## src/rtl/bsa_sequencer.sv

```systemverilog
// bsa_sequencer -- control stage in front of the bit-serial adder.
//
// Takes operand pairs over a valid/ready handshake. For each pair it clears the
// adder, loads the operands, waits out the serial run, and then captures the
// parallel sum and final carry. The result goes downstream over a second
// valid/ready handshake. Only one add is in flight at a time.
//
// Build option:
//   BSA_SEQ_FIFO_EN  defined   -> FIFO_DEPTH-entry operand FIFO; in_ready = !full
//   BSA_SEQ_FIFO_EN  undefined -> single holding register; accepts only in IDLE
//
// Ports:
//   clk, clr               clock, synchronous active-high reset
//   in_valid/in_ready      operand handshake, carrying in_a and in_b
//   bsa_a, bsa_b           operands to the adder, held from one LOAD to the next
//   bsa_clr, bsa_load      adder clear and parallel-load strobes
//   bsa_sum, bsa_cout      adder parallel sum and combinational carry out
//   out_valid/out_ready    result handshake, carrying out_sum and out_cout
//   busy                   high whenever the FSM is not in IDLE
module bsa_sequencer #(
  parameter int WIDTH      = 8,
  parameter int FIFO_DEPTH = 4,
  parameter int RUN_CYCLES = 8
) (
  input  logic             clk,
  input  logic             clr,
  input  logic             in_valid,
  output logic             in_ready,
  input  logic [WIDTH-1:0] in_a,
  input  logic [WIDTH-1:0] in_b,
  output logic [WIDTH-1:0] bsa_a,
  output logic [WIDTH-1:0] bsa_b,
  output logic             bsa_clr,
  output logic             bsa_load,
  input  logic [WIDTH-1:0] bsa_sum,
  input  logic             bsa_cout,
  output logic             out_valid,
  input  logic             out_ready,
  output logic [WIDTH-1:0] out_sum,
  output logic             out_cout,
  output logic             busy
);

  localparam int CNT_W = (RUN_CYCLES > 1) ? $clog2(RUN_CYCLES) : 1;
  localparam logic [CNT_W-1:0] CNT_LAST = CNT_W'(RUN_CYCLES - 1);
  localparam logic [CNT_W-1:0] CNT_ONE  = CNT_W'(1);

  typedef enum logic [2:0] {IDLE, CLEAR, LOAD, RUN, CAPTURE} state_t;

  state_t           state_reg;
  logic [CNT_W-1:0] count_reg;
  logic             carry_hold_reg;
  logic             bsa_load_reg;
  logic [WIDTH-1:0] bsa_a_reg;
  logic [WIDTH-1:0] bsa_b_reg;
  logic             out_valid_reg;
  logic [WIDTH-1:0] out_sum_reg;
  logic             out_cout_reg;

  logic             accept;
  logic             pair_avail;
  logic [WIDTH-1:0] pop_a;
  logic [WIDTH-1:0] pop_b;

  assign accept = in_valid & in_ready;

`ifdef BSA_SEQ_FIFO_EN
  localparam int PTR_W = (FIFO_DEPTH > 1) ? $clog2(FIFO_DEPTH) : 1;
  localparam logic [PTR_W:0] PTR_ONE = (PTR_W + 1)'(1);

  // The pointers carry one extra wrap bit, so full and empty can be told apart.
  logic [2*WIDTH-1:0] fifo_mem [FIFO_DEPTH];
  logic [PTR_W:0]     wr_ptr_reg;
  logic [PTR_W:0]     rd_ptr_reg;
  logic               fifo_full;
  logic               fifo_empty;
  logic               fifo_pop;

  assign fifo_empty = (wr_ptr_reg == rd_ptr_reg);
  assign fifo_full  = (wr_ptr_reg[PTR_W] != rd_ptr_reg[PTR_W]) &&
                      (wr_ptr_reg[PTR_W-1:0] == rd_ptr_reg[PTR_W-1:0]);
  // A pop happens only in CLEAR. CLEAR is entered only with data queued,
  // or with a pair being written on that same edge.
  assign fifo_pop   = (state_reg == CLEAR);
  assign in_ready   = !fifo_full;
  assign pair_avail = !fifo_empty | accept;
  // The head entry is read here; bsa_a/bsa_b register it during CLEAR.
  assign {pop_a, pop_b} = fifo_mem[rd_ptr_reg[PTR_W-1:0]];

  always_ff @(posedge clk) begin
    if (accept) begin
      fifo_mem[wr_ptr_reg[PTR_W-1:0]] <= {in_a, in_b};
    end
  end

  always_ff @(posedge clk) begin
    if (clr) begin
      wr_ptr_reg <= '0;
      rd_ptr_reg <= '0;
    end else begin
      if (accept) begin
        wr_ptr_reg <= wr_ptr_reg + PTR_ONE;
      end
      if (fifo_pop) begin
        rd_ptr_reg <= rd_ptr_reg + PTR_ONE;
      end
    end
  end
`else
  logic             hold_full_reg;
  logic [WIDTH-1:0] hold_a_reg;
  logic [WIDTH-1:0] hold_b_reg;

  assign in_ready   = (state_reg == IDLE) & !hold_full_reg;
  assign pair_avail = hold_full_reg | accept;
  assign pop_a      = hold_a_reg;
  assign pop_b      = hold_b_reg;

  // A pair is accepted only in IDLE, and the FSM moves to CLEAR on that same
  // edge. The register is therefore full for exactly the CLEAR cycle.
  always_ff @(posedge clk) begin
    if (clr) begin
      hold_full_reg <= 1'b0;
      hold_a_reg    <= '0;
      hold_b_reg    <= '0;
    end else if (accept) begin
      hold_full_reg <= 1'b1;
      hold_a_reg    <= in_a;
      hold_b_reg    <= in_b;
    end else if (state_reg == CLEAR) begin
      hold_full_reg <= 1'b0;
    end
  end
`endif

  always_ff @(posedge clk) begin
    if (clr) begin
      state_reg      <= IDLE;
      count_reg      <= '0;
      carry_hold_reg <= 1'b0;
      bsa_load_reg   <= 1'b0;
      bsa_a_reg      <= '0;
      bsa_b_reg      <= '0;
      out_valid_reg  <= 1'b0;
      out_sum_reg    <= '0;
      out_cout_reg   <= 1'b0;
    end else begin
      // Consumer takes the result. CAPTURE below may set valid again on the same edge.
      if (out_valid_reg && out_ready) begin
        out_valid_reg <= 1'b0;
      end
      case (state_reg)
        IDLE: begin
          if (pair_avail) begin
            state_reg <= CLEAR;
          end
        end
        CLEAR: begin
          bsa_a_reg    <= pop_a;
          bsa_b_reg    <= pop_b;
          bsa_load_reg <= 1'b1;
          state_reg    <= LOAD;
        end
        LOAD: begin
          bsa_load_reg <= 1'b0;
          count_reg    <= '0;
          state_reg    <= RUN;
        end
        RUN: begin
          count_reg <= count_reg + CNT_ONE;
          // The adder is working on its top bit, so its carry out is the final carry.
          if (count_reg == CNT_LAST) begin
            carry_hold_reg <= bsa_cout;
            state_reg      <= CAPTURE;
          end
        end
        CAPTURE: begin
          // Wait here while the previous result is still unclaimed; the adder keeps its sum.
          if (!out_valid_reg || out_ready) begin
            out_sum_reg   <= bsa_sum;
            out_cout_reg  <= carry_hold_reg;
            out_valid_reg <= 1'b1;
            state_reg     <= IDLE;
          end
        end
        default: state_reg <= IDLE;
      endcase
    end
  end

  // Combinational, so a reset arriving mid-run clears the adder in that same cycle.
  assign bsa_clr   = clr | (state_reg == CLEAR);
  assign bsa_load  = bsa_load_reg;
  assign bsa_a     = bsa_a_reg;
  assign bsa_b     = bsa_b_reg;
  assign out_valid = out_valid_reg;
  assign out_sum   = out_sum_reg;
  assign out_cout  = out_cout_reg;
  assign busy      = (state_reg != IDLE);

endmodule

```

## config.mk

```make
export PLATFORM = sky130hd
export DESIGN_NAME = bsa_sequencer
export DESIGN_NICKNAME = d
export VERILOG_FILES = /design/src/rtl/bsa_sequencer.sv
export SDC_FILE = /design/constraint.sdc
export NUM_CORES = 1
export LEC_CHECK = 0
export CAP_MARGIN = 25
export CORE_MARGIN = 2
export CORE_UTILIZATION = 43
export CTS_CLUSTER_SIZE = 14
export DETAILED_ROUTE_END_ITERATION = 10
export PLACE_DENSITY = 0.76
export SYNTH_ARGS = -nofsm -noshare
export SYNTH_HDL_FRONTEND = slang
export SYNTH_SLANG_ARGS = --single-unit
```

## constraint.sdc

```tcl
create_clock -name clk -period 1.4 [get_ports clk]
set_input_delay 0.14 -clock clk [delete_from_list [all_inputs] [get_ports clk]]
set_output_delay 0.14 -clock clk [all_outputs]
set_load 0.01 [all_outputs]
```

==> Word-level counts from Yosys, hierarchy flattened <==
Cells that the tools add are included.
{ "totals": {"ff_bits": 51, "elab_cells": 48} }
{ "op_classes": {"add_sub_neg": 1, "n_eq_ne": 8, "muxes": 11, "n_bitwise": 4, "n_reduce_logical": 12} }
{ "op_table": {"columns": ["op", "count"], "rows": [
  ["one-hot mux 3 bit (5 select lines)", 1],
  ["2-to-1 mux 3 bit", 3],
  ["== test 3 x 2 -> 1 bit (second input constant)", 2],
  ["== test 3 bit (second input constant)", 2],
  ["!= test 2 bit (second input constant)", 3],
  ["one-hot mux 3 bit (2 select lines)", 1],
  ["nonzero test 2 bit", 3],
  ["2-to-1 mux 1 bit", 5],
  ["AND reduction 2 bit", 2],
  ["adder 3 x 1 -> 3 bit (second input constant)", 1],
  ["== test 3 x 1 -> 1 bit (second input constant)", 1],
  ["logical NOT 3 bit", 1],
  ["AND reduction 3 bit", 1],
  ["nonzero test 3 bit", 1],
  ["bitwise AND 1 bit", 2],
  ["logical NOT 1 bit", 2],
  ["OR 1 bit", 2],
  ["one-hot mux 1 bit (2 select lines)", 1],
  ["logical AND 1 bit", 1],
  ["logical OR 1 bit", 1]
]} }

==> Longest topological paths before layout <==
Gate-level depths: netlist of the first run.
{ "depth": {"ltp_word": 6, "ltp_mapped": 6, "ltp_nobuf": 5} }

==> Least setup slack after synthesis of the first run <==
Ideal clock, no wire load.
{ "synth_timing": {"path_type": "reg-to-reg", "startpoint": "reg state_reg[2]", "endpoint": "reg hold_a_reg[4]", "setup_time_ps": 72, "arrival_time_ps": 1362, "required_ps": 1328, "slack_ps": -34, "stages_incl_launch_ff": 6, "n_path_buf": 2, "path_cell_list": "dfxtp_1 > or3_4 > nor3b_2 > buf_6 > buf_12 > mux2i_1"} }
{ "synth_via": {"elab_chain_cells": 3} }
{ "synth_lines": {"columns": ["item", "line", "rtl"], "rows": [
  ["start, declared", "50", "state_t state_reg;"],
  ["start signal, assigned", "138", "state_reg <= IDLE;"],
  ["start signal, assigned", "155", "state_reg <= CLEAR;"],
  ["start signal, assigned", "162", "state_reg <= LOAD;"],
  ["logical NOT 3 bit", "114", "assign in_ready = (state_reg == IDLE) & !hold_full_reg;"],
  ["bitwise AND 1 bit", "114", null],
  ["bitwise AND 1 bit", "65", "assign accept = in_valid & in_ready;"],
  ["end signal, assigned", "128", "hold_a_reg <= in_a;"],
  ["end, declared", "111", "logic [WIDTH-1:0] hold_a_reg;"]
]} }
No other way between the ends.
A chain may end at the register's enable or synchronous reset.

==> Final worst setup path of the first run <==
{ "layout_timing": {"startpoint": "reg state_reg[1]", "endpoint": "reg hold_b_reg[3]"} }
{ "layout_via": {"elab_chain_cells": 3} }
{ "layout_lines": {"columns": ["item", "line", "rtl"], "rows": [
  ["logical NOT 3 bit", "114", null],
  ["bitwise AND 1 bit", "114", null],
  ["bitwise AND 1 bit", "65", null],
  ["end signal, assigned", "129", "hold_b_reg <= in_b;"],
  ["end, declared", "112", "logic [WIDTH-1:0] hold_b_reg;"]
]} }
No other way between the ends.

==> key figures, run 1 <==
Global route
  • Vias in the first global route: 1521
  • Largest net degree at the start of global routing: 45
  • Global Route Usage Sum: 0.1606
  • Initial antenna violation count: 0
  • First-pass GRT wire length: 6837 um
  • Total congestion overflow: 0

Layout
  • Commonest non-fill, non-tap cell in the layout: clkdlybuf4s50_1
  • Fraction of layout instances using a drive strength above 1: 0.08935
  • Diode count: 0
  • Most frequent cells in the layout: clkdlybuf4s50_1, nand2b_1, dfxtp_1
  • Area grow syn2layout: 34.87%
  • Final net count: 323

Clocking
  • TritonCTS clock tree: done
  • Root Driver: clkbuf_8
  • Clk sinks: 51
  • Clock Latency Late Sink: roughly 0.29 ns
  • CTS max path bufs: 2
  • H-tree depth: 2
  • CTS Buf Count: 5
  • CTS clock-pin slew for the worst setup and hold paths: around 0.080 ns

STA
  • Final min period: 1.436 ns
  • Fmax: 696.5 MHz
  • Final setup violation count: 16
  • Post-route setup slack: -0.03578 ns
  • Setup tns final: -0.3299 ns
  • Max_slew headroom: 0.7767
  • RSZ-0062 raised after global routing: yes
  • Final period util: 1.026
  • Max Slew Vio Count: 0
  • Final Hold Fails: 0
  • Clock skew: 0.003990 ns
  • Worst slew pin tran: 0.3349 ns

Route
  • Number of detailed-route iterations in the first pass: 4
  • Via-to-Cell Ratio: 4.684
  • Antenna viol nets, final: 0
  • Final wirelength: 4074 um
  • Routed len/inst: 11.38 um
  • Drt first-iter violations: 62
  • DRC errors left: 0
  • Via Count: 1677

Power and ir drop
  • Final Power: ~2.8 mW
  • Maximum vdd drop: roughly 0.57 mV
  • Sequential power share: 0.557
  • Total net switching power: 0.6798 mW
  • Combinational share of power: 0.170
  • Power per cell area: between 900 and 1000 nW/um^2
  • Sw frac: 0.2432
  • Power Internal: 2.115 mW
  • Leak Pwr: approximately 1.1 nW
  • Clock share of power: 0.273

Logic synthesis
  • Syn avg cell area: 9.249 sq um
  • Netlist cell types: 27
  • Ys flop type: dfxtp_1
  • Synthesized area: 2146 sq um
  • Post-synthesis async set-or-reset flop share: 0
  • #FFs+latches synth: 51
  • Register area share after synthesis: 0.4758
  • Number of synthesized flops with an enable pin: 0
  • Synth warn: 0
  • Post-synthesis net count: 263
  • Post-synthesis instance total: 232

Worst setup path
  • Worst r2r src: state_reg[1]$_SDFFE_PP0P_
  • Worst endpoint required time: 1.63 ns
  • CP max-delay cell: or3_4
  • FF-to-FF path depth: 4
  • FF-to-FF setup slack: -0.04 ns
  • CP delay by family, top: simple AND/OR/NAND/NOR gates
  • Critical path arrival: ~1.7 ns
  • Critical-path maximum fanout: 17
  • Crit Path Category: register to register
  • Crit end category: register
  • Worst Path Buf+Inv: 1
  • CP startpoint kind: register
  • R2R Path End: hold_b_reg[3]$_SDFFE_PP0P_
  • Stages on the worst setup path: 4
  • Cell Chain, Critical Path: or3_4 > nor3b_4 > buf_12 > mux2i_1
  • Crit-path max cell delay: approximately 0.4 ns

Floorplanning
  • Die H: around 75 um
  • Die Wd: 74.64 um
  • Core Footprint: 4755 sq um
  • Io pins: between 50 and 60
  • Rows: 25
  • Effective utilization at floorplan: 0.4513
  • Die ar.: ~5600 sq um

Hold path
  • Hold wc startpoint: clr
  • Hold worst-path end: bsa_b[6]$_SDFFE_PP0P_
  • Hold Path Depth: 3
  • Worst hold path type: input pin to register

Placement
  • # port buffers: 58
  • RD Place Congestion: 0.7771
  • HPWL after DPL: 2852 um

Outcome
  • Violated checks: negative setup slack
  • Status: finished with violations

Flow run
  • Number of max-cap violations: 0
==> layout make-up <==
type                       count  area (sq um)
multi-input combinational    163          1031
fill                         434          1861
clock buffer                   6         72.57
sequential                    51          1023
inverter                       1         3.754
tap                           67         83.83
timing repair buffer          70         679.4
==> worst register-to-register path, stage by stage (launching register included) <==
cell and delay, ns:
dfxtp_2 0.34, or3_4 0.40, nor3b_4 0.22, buf_12 0.20, mux2i_1 0.21
==> power groups by stage <==
stage                     combinational (mW)  sequential, mW  clock [mW]
after floorplan                        0.278            1.59           0
after global placement                 0.484            1.59           0
after detailed placement               0.489            1.59           0
after CTS                              0.477            1.56       0.795
after global routing                   0.522            1.57       0.838
final                                  0.474            1.56       0.764
==> layer usage <==
layer  share of wire  GRT usage  wire (um)  vias up
met5               0          0          0        -
met4           0.014    0.05357         59        0
met3           0.069    0.06560        283        7
met2            0.42     0.2557       1728       43
met1            0.49     0.1988       2003      756
li1                -          -          -      871
==> cell families (layout without fill, tap and decap cells) <==
logic type / Yosys count / count (layout) / share of synthesized area
and+or+nand+nor: 110 / 110 / 0.2822
DFF: 51 / 51 / 0.4758
muxes: 26 / 26 / 0.1213
AOI/OAI and AO/OA: 25 / 25 / 0.06239
buffers and inverters: 18 / 77 / 0.04664
adders and majority gates: 2 / 2 / 0.01166
==> worst max path at each step <==
stage | startpoint | endpoint | slack (ns)
after floorplan | state_reg[1]$_SDFFE_PP0P_ | hold_a_reg[4]$_SDFFE_PP0P_ | -0.003
after global placement | state_reg[1]$_SDFFE_PP0P_ | in_ready | -0.08
after detailed placement | state_reg[1]$_SDFFE_PP0P_ | in_ready | -0.1
after CTS | state_reg[1]$_SDFFE_PP0P_ | hold_a_reg[7]$_SDFFE_PP0P_ | -0.04
after global routing | state_reg[1]$_SDFFE_PP0P_ | hold_a_reg[3]$_SDFFE_PP0P_ | -0.12
final | state_reg[1]$_SDFFE_PP0P_ | hold_b_reg[3]$_SDFFE_PP0P_ | -0.04
==> Yosys cell counts (2+ instances only) <==
master     n  share of area
nor3_1     2         0.0047
clkbuf_1   8          0.014
nor2_1     5         0.0087
nor3b_2    2          0.012
dfxtp_1   51           0.48
a21oi_1   22          0.051
mux2i_1   26           0.12
nand2_1   36          0.063
ha_1       2          0.012
buf_2      7          0.016
nand2b_1  52           0.15
nor2b_1    2         0.0058
nand3_1    3         0.0070
==> repair_timing <==
action,in CTS,in global routing
resized for setup,14,1
hold endpoints to repair,0,0
buffers inserted,0,0
hold buffers,0,0
endpoints found under the setup margin,19,19
==> metrics by stage <==
| step | std cells | cell area, sq um | setup slack, ns | utilization | hold WS, ns |
|---|---|---|---|---|---|
| final | 358 | 2894 | -0.03578 | 0.6087 | 0.3340 |
| after global placement | 352 | 2830 | -0.07652 | 0.5953 | 0.4392 |
| after detailed placement | 352 | 2830 | -0.09787 | 0.5953 | 0.4468 |
| after floorplan | 232 | 2146 | -0.003267 | - | 0.2839 |
| after global routing | 358 | 2894 | -0.1186 | 0.6087 | 0.3494 |
| after CTS | 358 | 2890 | -0.03801 | 0.6079 | 0.3280 |
(Power assumes the default switching activity.)
==> inputs of run 2 (changes only) <==
Settings changed: CAP_MARGIN 25 to not set.
==> results of run 2 <==
Same layout as run 1: the final DEF is identical, and so are final timing and power.
==> inputs of run 3 (changes only) <==
Settings changed: CAP_MARGIN set to 20, RECOVER_POWER set to 100.
==> run 3 against run 2 <==
  * Combinational power about the same
  * Register-to-register slack about the same
  * The run still ends with negative setup slack left
  * Utilization fell by 0.18 points
  * Non-clock buffer count is the same
  * Sequential power is essentially flat
  * Count of clock-buffer cells in the layout unchanged
  * Sequential cell count unchanged
  * Critical path depth did not move
  * Setup slack improved by 0.0070 ns
  * Global-route usage is the same
  * Clock power about the same
==> key figures, run 3 (synthesis gave the netlist of run 1 again) <==
Layout
  • Area grow syn2layout: 34.46%
  • Final net count: 323 (unchanged)
  • Design Area, Final: 2885 sq um (-0.30%)
  • Fraction of layout instances using a drive strength above 1: 0.08591 (-0.003436)
  • Final-layout fill cell count: 436 (+0.46%)
  • Fin cells: 358 (unchanged)
  • Diode count: 0 (unchanged)
  • Most frequent cells in the layout: clkdlybuf4s50_1, nand2b_1, dfxtp_1
  • Commonest non-fill, non-tap cell in the layout: clkdlybuf4s50_1
  • Layout Utilization: 0.6068 (-0.001842)

Worst setup path
  • FF-to-FF path depth: 4 (unchanged)
  • Crit. Startpoint: state_reg[1]$_SDFFE_PP0P_
  • Worst r2r src: state_reg[1]$_SDFFE_PP0P_
  • CP startpoint kind: register
  • Worst endpoint required time: 1.63 ns (about the same)
  • Critical-path maximum fanout: 17 (unchanged)
  • Critical path arrival: 1.66 ns (about the same)
  • End of the critical path: hold_b_reg[3]$_SDFFE_PP0P_
  • R2R Path End: hold_b_reg[3]$_SDFFE_PP0P_
  • FF-to-FF setup slack: -0.03 ns (about the same)
  • Crit end category: register
  • Crit Path Category: register to register

Power and ir drop
  • Maximum vdd drop: 0.5709 mV (-0.67%)
  • Leak Pwr: 1.046 nW (-0.51%)
  • Sequential power share: 0.558 (about the same)
  • Clock share of power: 0.273 (about the same)
  • Sw frac: 0.2433 (about the same)
  • Total net switching power: 0.6785 mW (-0.19%)
  • Power Internal: 2.111 mW (-0.21%)
  • Combinational share of power: 0.169 (about the same)
  • Power per cell area: 966.7 nW/um^2 (+0.10%)

Placement
  • Placed cell area: 2830 sq um (unchanged)
  • # port buffers: 58 (unchanged)
  • HPWL after DPL: 2852 um (unchanged)
  • Dpl cells: 352 (unchanged)
  • RD Place Congestion: 0.7771 (unchanged)

Route
  • Final wirelength: 4090 um (+0.39%)
  • Via-to-Cell Ratio: 4.640 (-0.95%)
  • Drt first-iter violations: 56 (-9.7%)
  • Via Count: 1661 (-0.95%)
  • Antenna viol nets, final: 0 (unchanged)
  • DRC errors left: 0 (unchanged)
  • Routed len/inst: 11.42 um (+0.39%)
  • Number of detailed-route iterations in the first pass: 4 (unchanged)

Floorplanning
  • Core Footprint: 4755 sq um (unchanged)
  • Die Wd: 74.64 um (unchanged)
  • Effective utilization at floorplan: 0.4513 (unchanged)
  • Rows: 25 (unchanged)
  • Io pins: 59 (unchanged)
  • Die H: 74.64 um (unchanged)
  • Die ar.: 5571 sq um (unchanged)

Global route
  • Total congestion overflow: 0 (unchanged)
  • Global Route Usage Sum: 0.1606 (unchanged)
  • Initial antenna violation count: 0 (unchanged)
  • Met2 usage: 0.2557 (unchanged)
  • Busiest grt layer: met2
  • Vias in the first global route: 1521 (unchanged)
  • Largest net degree at the start of global routing: 45 (unchanged)
  • First-pass GRT wire length: 6837 um (unchanged)
  • Met1 Use GR: 0.1988 (unchanged)
  • Met3 usage: 0.06560 (unchanged)

STA
  • Worst slew pin tran: 0.3951 ns (+0.06019 ns)
  • Fmax: 699.9 MHz (+0.49%)
  • Final setup violation count: 16 (unchanged)
  • Max_slew headroom: 0.7366 (-0.04012)
  • Post-route setup slack: -0.02878 ns (+0.007001 ns)
  • Clock skew: 0.003582 ns (-0.0004084 ns)
  • Final period util: 1.021 (-0.005001)
  • Setup tns final: -0.2995 ns (+0.03046 ns)
  • Max Slew Vio Count: 0 (unchanged)
  • Final Hold Fails: 0 (unchanged)
  • RSZ-0062 raised after global routing: yes
  • Final min period: 1.429 ns (-0.007001 ns)

Hold path
  • Worst hold path type: input pin to register

Outcome
  • Violated checks: negative setup slack
  • Status: finished with violations

Clocking
  • CTS max path bufs: 2 (unchanged)
  • TritonCTS clock tree: done
  • Hold buffer count at cts: 0 (unchanged)
  • Clock Latency Late Sink: 0.29 ns (about the same)
  • H-tree depth: 2 (unchanged)
  • Root Driver: clkbuf_8
  • Clk sinks: 51 (unchanged)
  • CTS Buf Count: 5 (unchanged)
  • CTS clock-pin slew for the worst setup and hold paths: 0.08 ns (about the same)

Flow run
  • Number of max-cap violations: 0 (unchanged)
[run 3: cell types whose count changed in the layout (fill, tap and decap cells not counted), sizes merged]
cell    change
buf         -2
clkbuf      +2
[run 3: layer usage]
layer | up-vias | routed length, um | part of all wire
met5 | - | 0 | 0
met4 | 0 | 59 | 0.014
met3 | 6 | 286 | 0.070
met2 | 43 | 1750 | 0.43
met1 | 740 | 1994 | 0.49
li1 | 872 | - | -
[run 3: worst min-delay path by stage]
stage | start | slack [ns] | depth (start not counted) | end
after floorplan | bsa_cout | 0.28 | 2 | carry_hold_reg$_SDFFE_PP0P_
after global placement | hold_b_reg[3]$_SDFFE_PP0P_ | 0.44 | 2 | bsa_b[3]$_SDFFE_PP0P_
after detailed placement | hold_a_reg[6]$_SDFFE_PP0P_ | 0.45 | 2 | bsa_a[6]$_SDFFE_PP0P_
after CTS | clr | 0.33 | 3 | bsa_a[7]$_SDFFE_PP0P_
after global routing | clr | 0.35 | 3 | bsa_b[6]$_SDFFE_PP0P_
final | clr | 0.33 | 3 | bsa_b[6]$_SDFFE_PP0P_
[run 3: critical path, stage by stage, from the launching register on]
cell and delay, ns:
dfxtp_2 0.34, or3_4 0.40, nor3b_4 0.22, buf_12 0.21, mux2i_1 0.19
[run 3: per-stage QoR]
stage                     power, mW  hold slack (ns)  worst slack, ns
after floorplan               1.865           0.2839        -0.003267
after global placement        2.071           0.4392         -0.07652
after detailed placement      2.079           0.4468         -0.09787
after CTS                     2.829           0.3280         -0.03801
after global routing          2.921           0.3494          -0.1186
final                         2.789           0.3316         -0.02878
[run 3: power groups by stage]
stage	clock (mW)	sequential, mW	combinational, mW
6_report	0.762	1.56	0.471
5_1_grt	0.838	1.57	0.518
4_1_cts	0.795	1.56	0.477
3_5_place_dp	0	1.59	0.489
3_3_place_gp	0	1.59	0.484
2_1_floorplan	0	1.59	0.278
[run 3: area by class of cell]
| cell class | count | area, sq um | share of cell area |
|---|---|---|---|
| inverters | 1 | 3.754 | 0.001301 |
| well taps | 67 | 83.83 | 0.02905 |
| multi-input cells | 163 | 1031 | 0.3573 |
| repair buffers | 70 | 670.6 | 0.2324 |
| clock buffers | 6 | 72.57 | 0.02515 |
| flip-flops and latches | 51 | 1023 | 0.3547 |
[run 3: what timing repair did]
| item | 4_1_cts | 5_1_grt |
|---|---|---|
| buffers inserted | 0 | 0 |
| gates resized for setup | 14 | 1 |
| endpoints found under the setup margin | 19 | 19 |
| endpoints found under the hold margin | 0 | 0 |
